## config.mk

```make
export PLATFORM = sky130hd
export DESIGN_NAME = bus_gate_arbiter
export DESIGN_NICKNAME = d
export VERILOG_FILES = /design/src/rtl/bus_gate_arbiter.sv
export SDC_FILE = /design/constraint.sdc
export NUM_CORES = 1
export LEC_CHECK = 0
export CAP_MARGIN = 20
export CORE_MARGIN = 2
export CORE_UTILIZATION = 36
export CTS_CLUSTER_DIAMETER = 30
export DETAILED_ROUTE_END_ITERATION = 6
export GPL_TIMING_DRIVEN = 0
export PLACE_DENSITY_LB_ADDON = 0.08
export SLEW_MARGIN = 0
export SYNTH_ARGS = -nofsm -noshare
export SYNTH_HDL_FRONTEND = slang
export SYNTH_SLANG_ARGS = --single-unit
```

## constraint.sdc

```tcl
create_clock -name Clk -period 5.8 [get_ports Clk]
set_input_delay 1.16 -clock Clk [delete_from_list [all_inputs] [get_ports Clk]]
set_output_delay 1.16 -clock Clk [all_outputs]
set_load 0.005 [all_outputs]
```

## src/rtl/bus_gate_arbiter.sv

```systemverilog
// -----------------------------------------------------------------------------
// bus_gate_arbiter
//
// Round-robin owner/controller for the shared internal CPU bus. Four sources
// (e.g. PC, MDR, ALU, MARMUX) request the bus. Exactly one of them is granted at
// a time. The block drives the one-hot gate select and the muxed bus value.
// Ownership is bounded by a hold limit, and an optional one-cycle turnaround
// can be inserted between owners.
//
// Parameters
//   N         bus/data width in bits
//   MAX_HOLD  max consecutive granted cycles per ownership (>= 1)
//   TURN      dead (no-grant) cycles between owners: 0 or 1
//
// Ports
//   Clk        in   1        system clock, rising edge
//   Reset_n    in   1        asynchronous reset, active low
//   Req        in   4        request per source; bit i = source i
//   Data_In    in   4*N      packed source data; source i at [i*N +: N]
//   Grant      out  4        registered one-hot gate select; 0000 = bus idle
//   Bus_Out    out  N        Data_In of granted source; all ones when idle
//   Bus_Valid  out  1        |Grant
//   Timeout    out  1        1-cycle pulse after an ownership is force-ended
//   Hold_Cnt   out  HW       cycles the current owner has held the bus
//   dbg_state  out  2        FSM state: 0 = IDLE, 1 = OWN, 2 = GAP
//
// Handshake: a source owns the bus for every cycle in which its Grant bit is
// high. Req is sampled on the rising edge, and Grant follows one cycle later.
// There is no combinational path from Req to Grant. A source that is granted
// keeps the bus while its Req stays high, up to MAX_HOLD cycles. Dropping Req
// releases the bus at the next edge.
// -----------------------------------------------------------------------------
module bus_gate_arbiter #(
    parameter int N        = 16,
    parameter int MAX_HOLD = 8,
    parameter int TURN     = 1
) (
    input  logic                              Clk,
    input  logic                              Reset_n,
    input  logic [3:0]                        Req,
    input  logic [4*N-1:0]                    Data_In,
    output logic [3:0]                        Grant,
    output logic [N-1:0]                      Bus_Out,
    output logic                              Bus_Valid,
    output logic                              Timeout,
    output logic [$clog2(MAX_HOLD+1)-1:0]     Hold_Cnt,
    output logic [1:0]                        dbg_state
);

    localparam int HW = $clog2(MAX_HOLD + 1);
    localparam logic [HW-1:0] HOLD_MAX = HW'(MAX_HOLD);
    localparam logic [HW-1:0] HOLD_ONE = HW'(1);

    typedef enum logic [1:0] {
        S_IDLE = 2'd0,
        S_OWN  = 2'd1,
        S_GAP  = 2'd2
    } state_t;

    state_t        state;
    logic [1:0]    owner;
    logic [1:0]    ptr;

    // -------------------------------------------------------------------------
    // Round-robin pick: the first requester found while scanning
    // ptr, ptr+1, ... (mod 4). Returns {found, index}. The loop runs from the
    // farthest slot back to the nearest, so the nearest requester is written last.
    // -------------------------------------------------------------------------
    function automatic logic [2:0] rr_pick(input logic [3:0] req,
                                           input logic [1:0] start);
        logic [1:0] idx;
        logic [2:0] res;
        res = 3'b000;
        for (int k = 3; k >= 0; k--) begin
            idx = start + 2'(k);
            if (req[idx]) begin
                res = {1'b1, idx};
            end
        end
        return res;
    endfunction

    // -------------------------------------------------------------------------
    // Next-state logic
    // -------------------------------------------------------------------------
    logic          owner_req;
    logic          at_limit;
    logic          release_now;
    logic          forced;
    logic [1:0]    arb_ptr;
    logic [2:0]    win;

    state_t        nxt_state;
    logic [3:0]    nxt_grant;
    logic [1:0]    nxt_owner;
    logic [1:0]    nxt_ptr;
    logic [HW-1:0] nxt_hold;
    logic          nxt_timeout;

    assign owner_req   = Req[owner];
    assign at_limit    = (Hold_Cnt == HOLD_MAX);
    assign release_now = (state == S_OWN) && (!owner_req || at_limit);
    // A voluntary drop on the limit cycle is not counted as a timeout.
    assign forced      = (state == S_OWN) && owner_req && at_limit;
    // A release moves the pointer past the old owner. With TURN=0, the same-edge
    // re-arbitration must already use that advanced pointer.
    assign arb_ptr     = release_now ? (owner + 2'd1) : ptr;
    assign win         = rr_pick(Req, arb_ptr);

    always_comb begin
        nxt_state   = state;
        nxt_grant   = Grant;
        nxt_owner   = owner;
        nxt_ptr     = ptr;
        nxt_hold    = Hold_Cnt;
        nxt_timeout = 1'b0;

        case (state)
            S_IDLE, S_GAP: begin
                if (win[2]) begin
                    nxt_state = S_OWN;
                    nxt_grant = 4'b0001 << win[1:0];
                    nxt_owner = win[1:0];
                    nxt_hold  = HOLD_ONE;
                end else begin
                    nxt_state = S_IDLE;
                    nxt_grant = 4'b0000;
                    nxt_hold  = '0;
                end
            end

            S_OWN: begin
                if (!release_now) begin
                    // Below the limit here, so the increment cannot pass
                    // MAX_HOLD.
                    nxt_hold = Hold_Cnt + HOLD_ONE;
                end else begin
                    nxt_ptr     = owner + 2'd1;
                    nxt_timeout = forced;
                    if (TURN != 0) begin
                        nxt_state = S_GAP;
                        nxt_grant = 4'b0000;
                        nxt_hold  = '0;
                    end else if (win[2]) begin
                        // The old owner can win again if it is the only
                        // requester.
                        nxt_state = S_OWN;
                        nxt_grant = 4'b0001 << win[1:0];
                        nxt_owner = win[1:0];
                        nxt_hold  = HOLD_ONE;
                    end else begin
                        nxt_state = S_IDLE;
                        nxt_grant = 4'b0000;
                        nxt_hold  = '0;
                    end
                end
            end

            default: begin
                nxt_state = S_IDLE;
                nxt_grant = 4'b0000;
                nxt_hold  = '0;
            end
        endcase
    end

    // -------------------------------------------------------------------------
    // State and registered outputs
    // -------------------------------------------------------------------------
    always_ff @(posedge Clk or negedge Reset_n) begin
        if (!Reset_n) begin
            state    <= S_IDLE;
            Grant    <= 4'b0000;
            owner    <= 2'd0;
            ptr      <= 2'd0;
            Hold_Cnt <= '0;
            Timeout  <= 1'b0;
        end else begin
            state    <= nxt_state;
            Grant    <= nxt_grant;
            owner    <= nxt_owner;
            ptr      <= nxt_ptr;
            Hold_Cnt <= nxt_hold;
            Timeout  <= nxt_timeout;
        end
    end

    // -------------------------------------------------------------------------
    // Bus mux. It is driven from the registered Grant only. An idle bus reads all
    // ones.
    // -------------------------------------------------------------------------
    always_comb begin
        Bus_Out = {N{1'b1}};
        for (int i = 0; i < 4; i++) begin
            if (Grant[i]) begin
                Bus_Out = Data_In[i*N +: N];
            end
        end
    end

    assign Bus_Valid = |Grant;
    assign dbg_state = state;

endmodule

```

==> results of run 1 <==
-- critical path: cells and delay by family --
kind            cells  cell delay (ps)
buf+inv             2              980
compound gates      3              270
simple gates        3              200
-- cell usage in the layout (no fill, tap or decap), types with 2 or more instances in the layout --
cell type and instances:
clkdlybuf4s50_1 97, nand2_1 24, o21ai_0 17, o22ai_1 16, mux2_2 16, dfrtp_1 15
inv_1 10, nor2_1 8, clkbuf_1 7, a21oi_1 3, clkbuf_4 3, xor2_1 2
o21ai_1 2, o31ai_1 2, a32o_1 2, ha_1 2
-- worst paths after layout --
kind / slack (ps) / depth (start not counted) / startpoint / endpoint
worst max register to register: 3390 / 7 / owner[0] / Grant[2]
min in group asynchronous: 1270 / 1 / Reset_n / ptr[0]
worst min-delay path: 570 / 1 / Grant[0] / Grant[0]
max in group asynchronous: 4120 / 1 / Reset_n / Grant[1]
worst min register to register: 570 / 1 / Grant[0] / Grant[0]
worst max-delay path: 2020 / 8 / Data_In[13] / Bus_Out[13]
-- per-layer routing --
| layer | part of all wire | up-vias | global-route usage |
|---|---|---|---|
| met1 | 0.41 | 675 | 0.2697 |
| met2 | 0.51 | 56 | 0.3923 |
| met4 | 0.0048 | 0 | 0.03333 |
| met3 | 0.075 | 2 | 0.06126 |
| li1 | - | 752 | - |
| met5 | 0 | - | 0 |
-- registers in the layout, summed over array words and instances, names as in the netlist --
signal	flops
Grant	4
Hold_Cnt	4
dbg_state	2
owner	2
ptr	2
Timeout	1
-- power breakdown --
| part | switching (uW) | leakage (uW) | total [uW] | internal [uW] |
|---|---|---|---|---|
| sequential | 41.4 | 0.000194 | 183 | 142 |
| combinational | 262 | 0.000684 | 638 | 376 |
| clock | 34.4 | 0.0000177 | 60.0 | 25.6 |
| total | 338 | 0.000895 | 882 | 544 |
-- metrics by stage --
step / power, uW / worst slack, ps
floorplan: 515.3 / 2876
global placement: 818.1 / 2024
detailed placement: 828.3 / 2029
CTS: 891.2 / 2019
global route: 959.9 / 1721
finish: 881.6 / 2023
-- cell type report --
cell class              instances  area (um2)
fillers                       300        1027
repair buffers                 97       970.9
multi-input cells             116       810.8
flip-flops and latches         15       375.4
well taps                      46       57.56
inverters                      11       41.29
plain buffers                   7       26.28
clock buffers                   3       22.52
clock inverters                 1       5.005
-- cells by family after synthesis --
| family | count (synthesis) | share of synthesized area |
|---|---|---|
| muxes | 19 | 0.1806 |
| AOI/OAI and AO/OA | 50 | 0.2605 |
| xor gates and xnor gates | 3 | 0.02096 |
| buffers and inverters | 18 | 0.05390 |
| DFF | 15 | 0.2994 |
| and+or+nand+nor | 41 | 0.1567 |
| adders and majority gates | 3 | 0.02794 |
==> metrics.yaml, run 1 <==
place:
  hpwl_mm: 3.551
  io_buffers: 97
  place_inst: 292
  postPlaceCellArea_um2: 2282
  finalWeightedCongestion: 0.7759
synthesis:
  synthTopCellsByArea: "dfrtp_1, mux2_2, o22ai_1, nand2_1, o21ai_0"
  synth.most_common_cell: "nand2_1"
  yosys-top-cells-count: "nand2_1, o21ai_0, mux2_2, o22ai_1, dfrtp_1"
  ys_warn_count: 0
  synth_nets: 221
  async_flop_share: 1.000
  netlist.area_leader.share: 0.2994
  synth_flop_cell: "dfrtp_1"
  yosys.area.top_type: "dfrtp_1"
  synth_area_um2: 1254
  yosysUniqueCellTypes: 37
  ys_seq_area_frac: 0.2994
  synth_seq_cells: 15
  synth_edf_count: 0
  synthCells: 149
  syn_avg_cell_area_um2: 8.414
status:
  status: "finished clean"
detailed_routing:
  viasPerCell: 5.017
  vias: 1485
  drt_wl_total_mm: 4.333
  wl_per_cell_um: 14.64
  drtIter0Drc: 60
  firstDrtPassIters: 4
  drc: 0
  ant_nets: 0
sta:
  slew_viol_final: 0
  rsz0062_at_grt: "no"
  post-route-period-util: 0.6511
  relSlewSlack: 0.5533
  setup_violations: 0
  final_hold_viol_count: 0
  setup-tns-final_ps: 0
  max_freq_mhz: 264.8
  hold_ws_ps: 568.3
  tightestPinTransition_ps: 661.4
  fin_worst_skew_ps: 0.5143
  min_period_ps: 3777
global_routing:
  overflow: 0
  grt_max_degree: 16
  grt_pass1_wl_mm: 7.031
  grt_antenna_before_repair: 0
  grt_pass1_vias: 1416
  track_usage: 0.2210
cells_and_area:
  drive_gt1_frac: 0.1120
  final_util: 0.6922
  stdcell_count: 296
  diodes: 0
  nets: 323
  syn_to_final_growth_pct: 84.23
  fin_area_um2: 2310
clocking:
  hold_buffers: 0
  clk_pin_slew_ps: 90
  cts_tree: "built"
  htreeDepth: 1
  ctsResizeCount: 0
  cts_made_buffers: 3
  clock-sinks: 15
  post_cts_buffers: 0
  clockRootBuffer: "clkbuf_4"
  cts_max_path_buffers: 2
  clk_latency_ps: 280
power:
  p_leak_uw: 0.0008954
  power_density_nw_per_um2: 381.7
  irDropWorstVdd_uv: 295.0
floorplanning:
  rows: 21
  chipWidth_um: 63.01
  die_area_um2: 3970
  ios: 98
  dieHeight_um: 63.01
  start_util: 0.3757
  fp.coreArea_um2: 3337
critical_path:
  critical_path.max_stage_delay_ps: 530
  cp_slowest_cell: "clkdlybuf4s50_1"
  worst-setup-path-type: "input pin to primary output"
  timing.critical_path.from_type: "input pin"
  crit_chain: "clkdlybuf4s50_1 -> nor2_1 -> nand2_1 -> o21ai_0 -> nor2_1 -> a211oi_1 -> a21oi_1 -> clkdlybuf4s50_1"
  crit_path_end_kind: "primary output"
  critPathRequiredTime_ps: 4640
  cp.arrival_ps: 2620
  worstPathMaxFanout: 1
min_path:
  hp-class: "flop to flop"
job:
  cap_violations: 0
Note: power is estimated with default switching activity, not from simulation.
==> inputs of run 2 (changes only) <==
--- a/config.mk
+++ b/config.mk
@@ -7,7 +7,7 @@
 export LEC_CHECK = 0
 export CAP_MARGIN = 20
 export CORE_MARGIN = 2
-export CORE_UTILIZATION = 36
+export CORE_UTILIZATION = 33
 export CTS_CLUSTER_DIAMETER = 30
 export DETAILED_ROUTE_END_ITERATION = 6
 export GPL_TIMING_DRIVEN = 0
==> constraint.sdc (replaced) <==
create_clock -name Clk -period 3.9 [get_ports Clk]
set_input_delay 0.78 -clock Clk [delete_from_list [all_inputs] [get_ports Clk]]
set_output_delay 0.78 -clock Clk [all_outputs]
set_load 0.005 [all_outputs]
==> metrics.yaml, run 2 (same netlist as run 1, synthesis figures left out) <==
status:
  status: "finished clean"  # unchanged
detailed_routing:
  wl_per_cell_um: 15.00  # was 14.64 um
  firstDrtPassIters: 4  # unchanged
  drt_wl_total_mm: 4.469  # was 4.333 mm
  drtIter0Drc: 61  # was 60
  drc: 0  # unchanged
  ant_nets: 0  # unchanged
  vias: 1495  # was 1485
  viasPerCell: 5.017  # about the same
clocking:
  cts_tree: "built"  # unchanged
  hold_buffers: 0  # unchanged
  post_cts_buffers: 0  # unchanged
  ctsResizeCount: 0  # unchanged
  clock-sinks: 15  # unchanged
  clk_pin_slew_ps: 60  # was 90 ps
  cts_max_path_buffers: 2  # unchanged
  clk_latency_ps: 250  # was 280 ps
  clockRootBuffer: "clkbuf_8"  # was clkbuf_4
  cts_made_buffers: 3  # unchanged
  htreeDepth: 1  # unchanged
critical_path:
  cp_slowest_cell: "clkdlybuf4s50_1"  # unchanged
  crit_path_end_kind: "primary output"  # unchanged
  worstPathMaxFanout: 10  # was 1
  rr_startpoint: "owner[0]"  # unchanged
  r2r_end: "Grant[1]"  # was Grant[2]
  worst-setup-path-type: "flop to primary output"  # was input pin to primary output
  r2r_cells: 6  # was 7
  cp_top_family: "buffers and inverters"  # unchanged
  critPathRequiredTime_ps: 3120  # was 4640 ps
  reg2reg_slack_ps: 1430  # was 3390 ps
  critical_path.max_stage_delay_ps: 510  # was 530 ps
  crit_chain: "clkinv_1 -> nand2_1 -> clkbuf_1 -> o22ai_1 -> o21ai_0 -> mux2_2 -> clkdlybuf4s50_1"  # was clkdlybuf4s50_1 -> nor2_1 -> nand2_1 -> o21ai_0 -> nor2_1 -> a211oi_1 -> a21oi_1 -> clkdlybuf4s50_1
  cp.depth: 7  # was 8
  path_buf_inv: 3  # was 2
  cp.arrival_ps: 2630  # was 2620 ps
  timing.critical_path.from_type: "flop"  # was input pin
power:
  sequentialPowerShare: 0.203  # was 0.208
  pwr-share-comb: 0.701  # was 0.724
  switching_share: 0.3806  # was 0.3835
  p_leak_uw: 0.0008994  # was 0.0008954 uW
  p_clk_frac: 0.095  # was 0.068
  p_int_uw: 842.0  # was 543.5 uW
  irDropWorstVdd_uv: 360.4  # was 295.0 uV
  power_switching_uw: 517.3  # was 338.1 uW
  power_density_nw_per_um2: 582.6  # was 381.7 nW/um2
global_routing:
  grt_antenna_before_repair: 0  # unchanged
  use_met3: 0.02740  # was 0.06126
  met1_usage: 0.2946  # was 0.2697
  grt_max_degree: 16  # unchanged
  track_usage: 0.2098  # was 0.2210
  overflow: 0  # unchanged
  grt_pass1_vias: 1411  # was 1416
  grt_pass1_wl_mm: 7.086  # was 7.031 mm
  busiest_layer: "met2"  # unchanged
  met2_usage: 0.3384  # was 0.3923
cells_and_area:
  syn_to_final_growth_pct: 86.13  # was 84.23%
  reg_top3: "Grant x4, Hold_Cnt x4"  # unchanged
  fillers: 322  # was 300
  final_cell_mix: "clkdlybuf4s50_1, nand2_1, o21ai_0, o22ai_1, mux2_2"  # unchanged
  final_common_cell: "clkdlybuf4s50_1"  # unchanged
  nets: 323  # unchanged
  drive_gt1_frac: 0.1120  # unchanged
  diodes: 0  # unchanged
floorplanning:
  ios: 98  # unchanged
  chipWidth_um: 65.64  # was 63.01 um
  fp.coreArea_um2: 3661  # was 3337 um2
  dieHeight_um: 65.64  # was 63.01 um
  rows: 22  # was 21
  die_area_um2: 4308  # was 3970 um2
  start_util: 0.3424  # was 0.3757
sta:
  hold_ws_ps: 569.6  # was 568.3 ps
  setup-tns-final_ps: 0  # unchanged
  setup_violations: 0  # unchanged
  min_period_ps: 3407
  slew_viol_final: 0  # unchanged
  post-route-period-util: 0.8737
  rsz0062_at_grt: "no"  # unchanged
  relSlewSlack: 0.5485  # was 0.5533
  final_hold_viol_count: 0  # unchanged
  tightestPinTransition_ps: 675.1  # was 661.4 ps
  fin_worst_skew_ps: 4.382  # was 0.5143 ps
  max_freq_mhz: 293.5
place:
  io_buffers: 97  # unchanged
  hpwl_mm: 3.491  # was 3.551 mm
  finalWeightedCongestion: 0.7938  # was 0.7759
min_path:
  hp-class: "flop to flop"  # unchanged
  hold_depth: 1  # unchanged
  hold_path_end: "Grant[0]"  # unchanged
  hold_start: "Grant[0]"  # unchanged
job:
  cap_violations: 0  # unchanged
==> run 2: changes by cell type in the layout (fill, tap and decap cells not counted), sizes merged <==
| cell | previous run | this run |
|---|---|---|
| clkinvlp | 0 | 1 |
| clkinv | 2 | 1 |
==> run 2: power by group through the flow <==
stage                     combinational (uW)  clock, uW  sequential [uW]
final                                    954        129              277
after global routing                    1040        135              288
after CTS                                958        131              277
after detailed placement                 952          0              279
after global placement                   948          0              275
after floorplan                          501          0              266
==> run 2: how the worst max path moves through the flow <==
stage	from	endpoint	slack (ps)
after floorplan	Req[3]	Grant[1]	1360
after global placement	Req[1]	Grant[1]	620
after detailed placement	Req[1]	Grant[1]	630
after CTS	Grant[1]	Bus_Out[12]	510
after global routing	Grant[1]	Bus_Out[12]	290
final	Grant[1]	Bus_Out[12]	490
==> run 2: layout make-up <==
cell class,count,area (um2),share of cell area
repair buffers,97,970.9,0.4161
multi-input cells,116,810.8,0.3475
clock buffers,3,41.29,0.01769
well taps,48,60.06,0.02574
inverters,11,41.29,0.01769
plain buffers,7,26.28,0.01126
flip-flops and latches,15,375.4,0.1609
clock inverters,1,7.507,0.003217
==> run 2: metal layers <==
metal | vias up | routed length, um | part of all wire
met1 | 686 | 2030 | 0.45
met2 | 60 | 2016 | 0.45
met3 | 4 | 385 | 0.086
met5 | - | 0 | 0
li1 | 745 | - | -
met4 | 0 | 36 | 0.0081
==> run 2: through the flow <==
step	instance area (um2)	power (uW)	cells	util	setup WS [ps]
floorplan	1254	766.4	149	-	1356
global placement	2285	1223	294	0.6241	615.6
detailed placement	2285	1231	294	0.6241	633.7
CTS	2333	1366	298	0.6374	510.4
global route	2333	1465	298	0.6374	292.2
finish	2333	1359	298	0.6374	492.6
==> run 2: worst register-to-register path: stages (launching register included) <==
cell and delay [ps]:
dfrtp_1 440, mux4_2 590, a21oi_4 250, mux2i_2 390
o2111ai_2 220, o211a_1 200, a32o_1 270
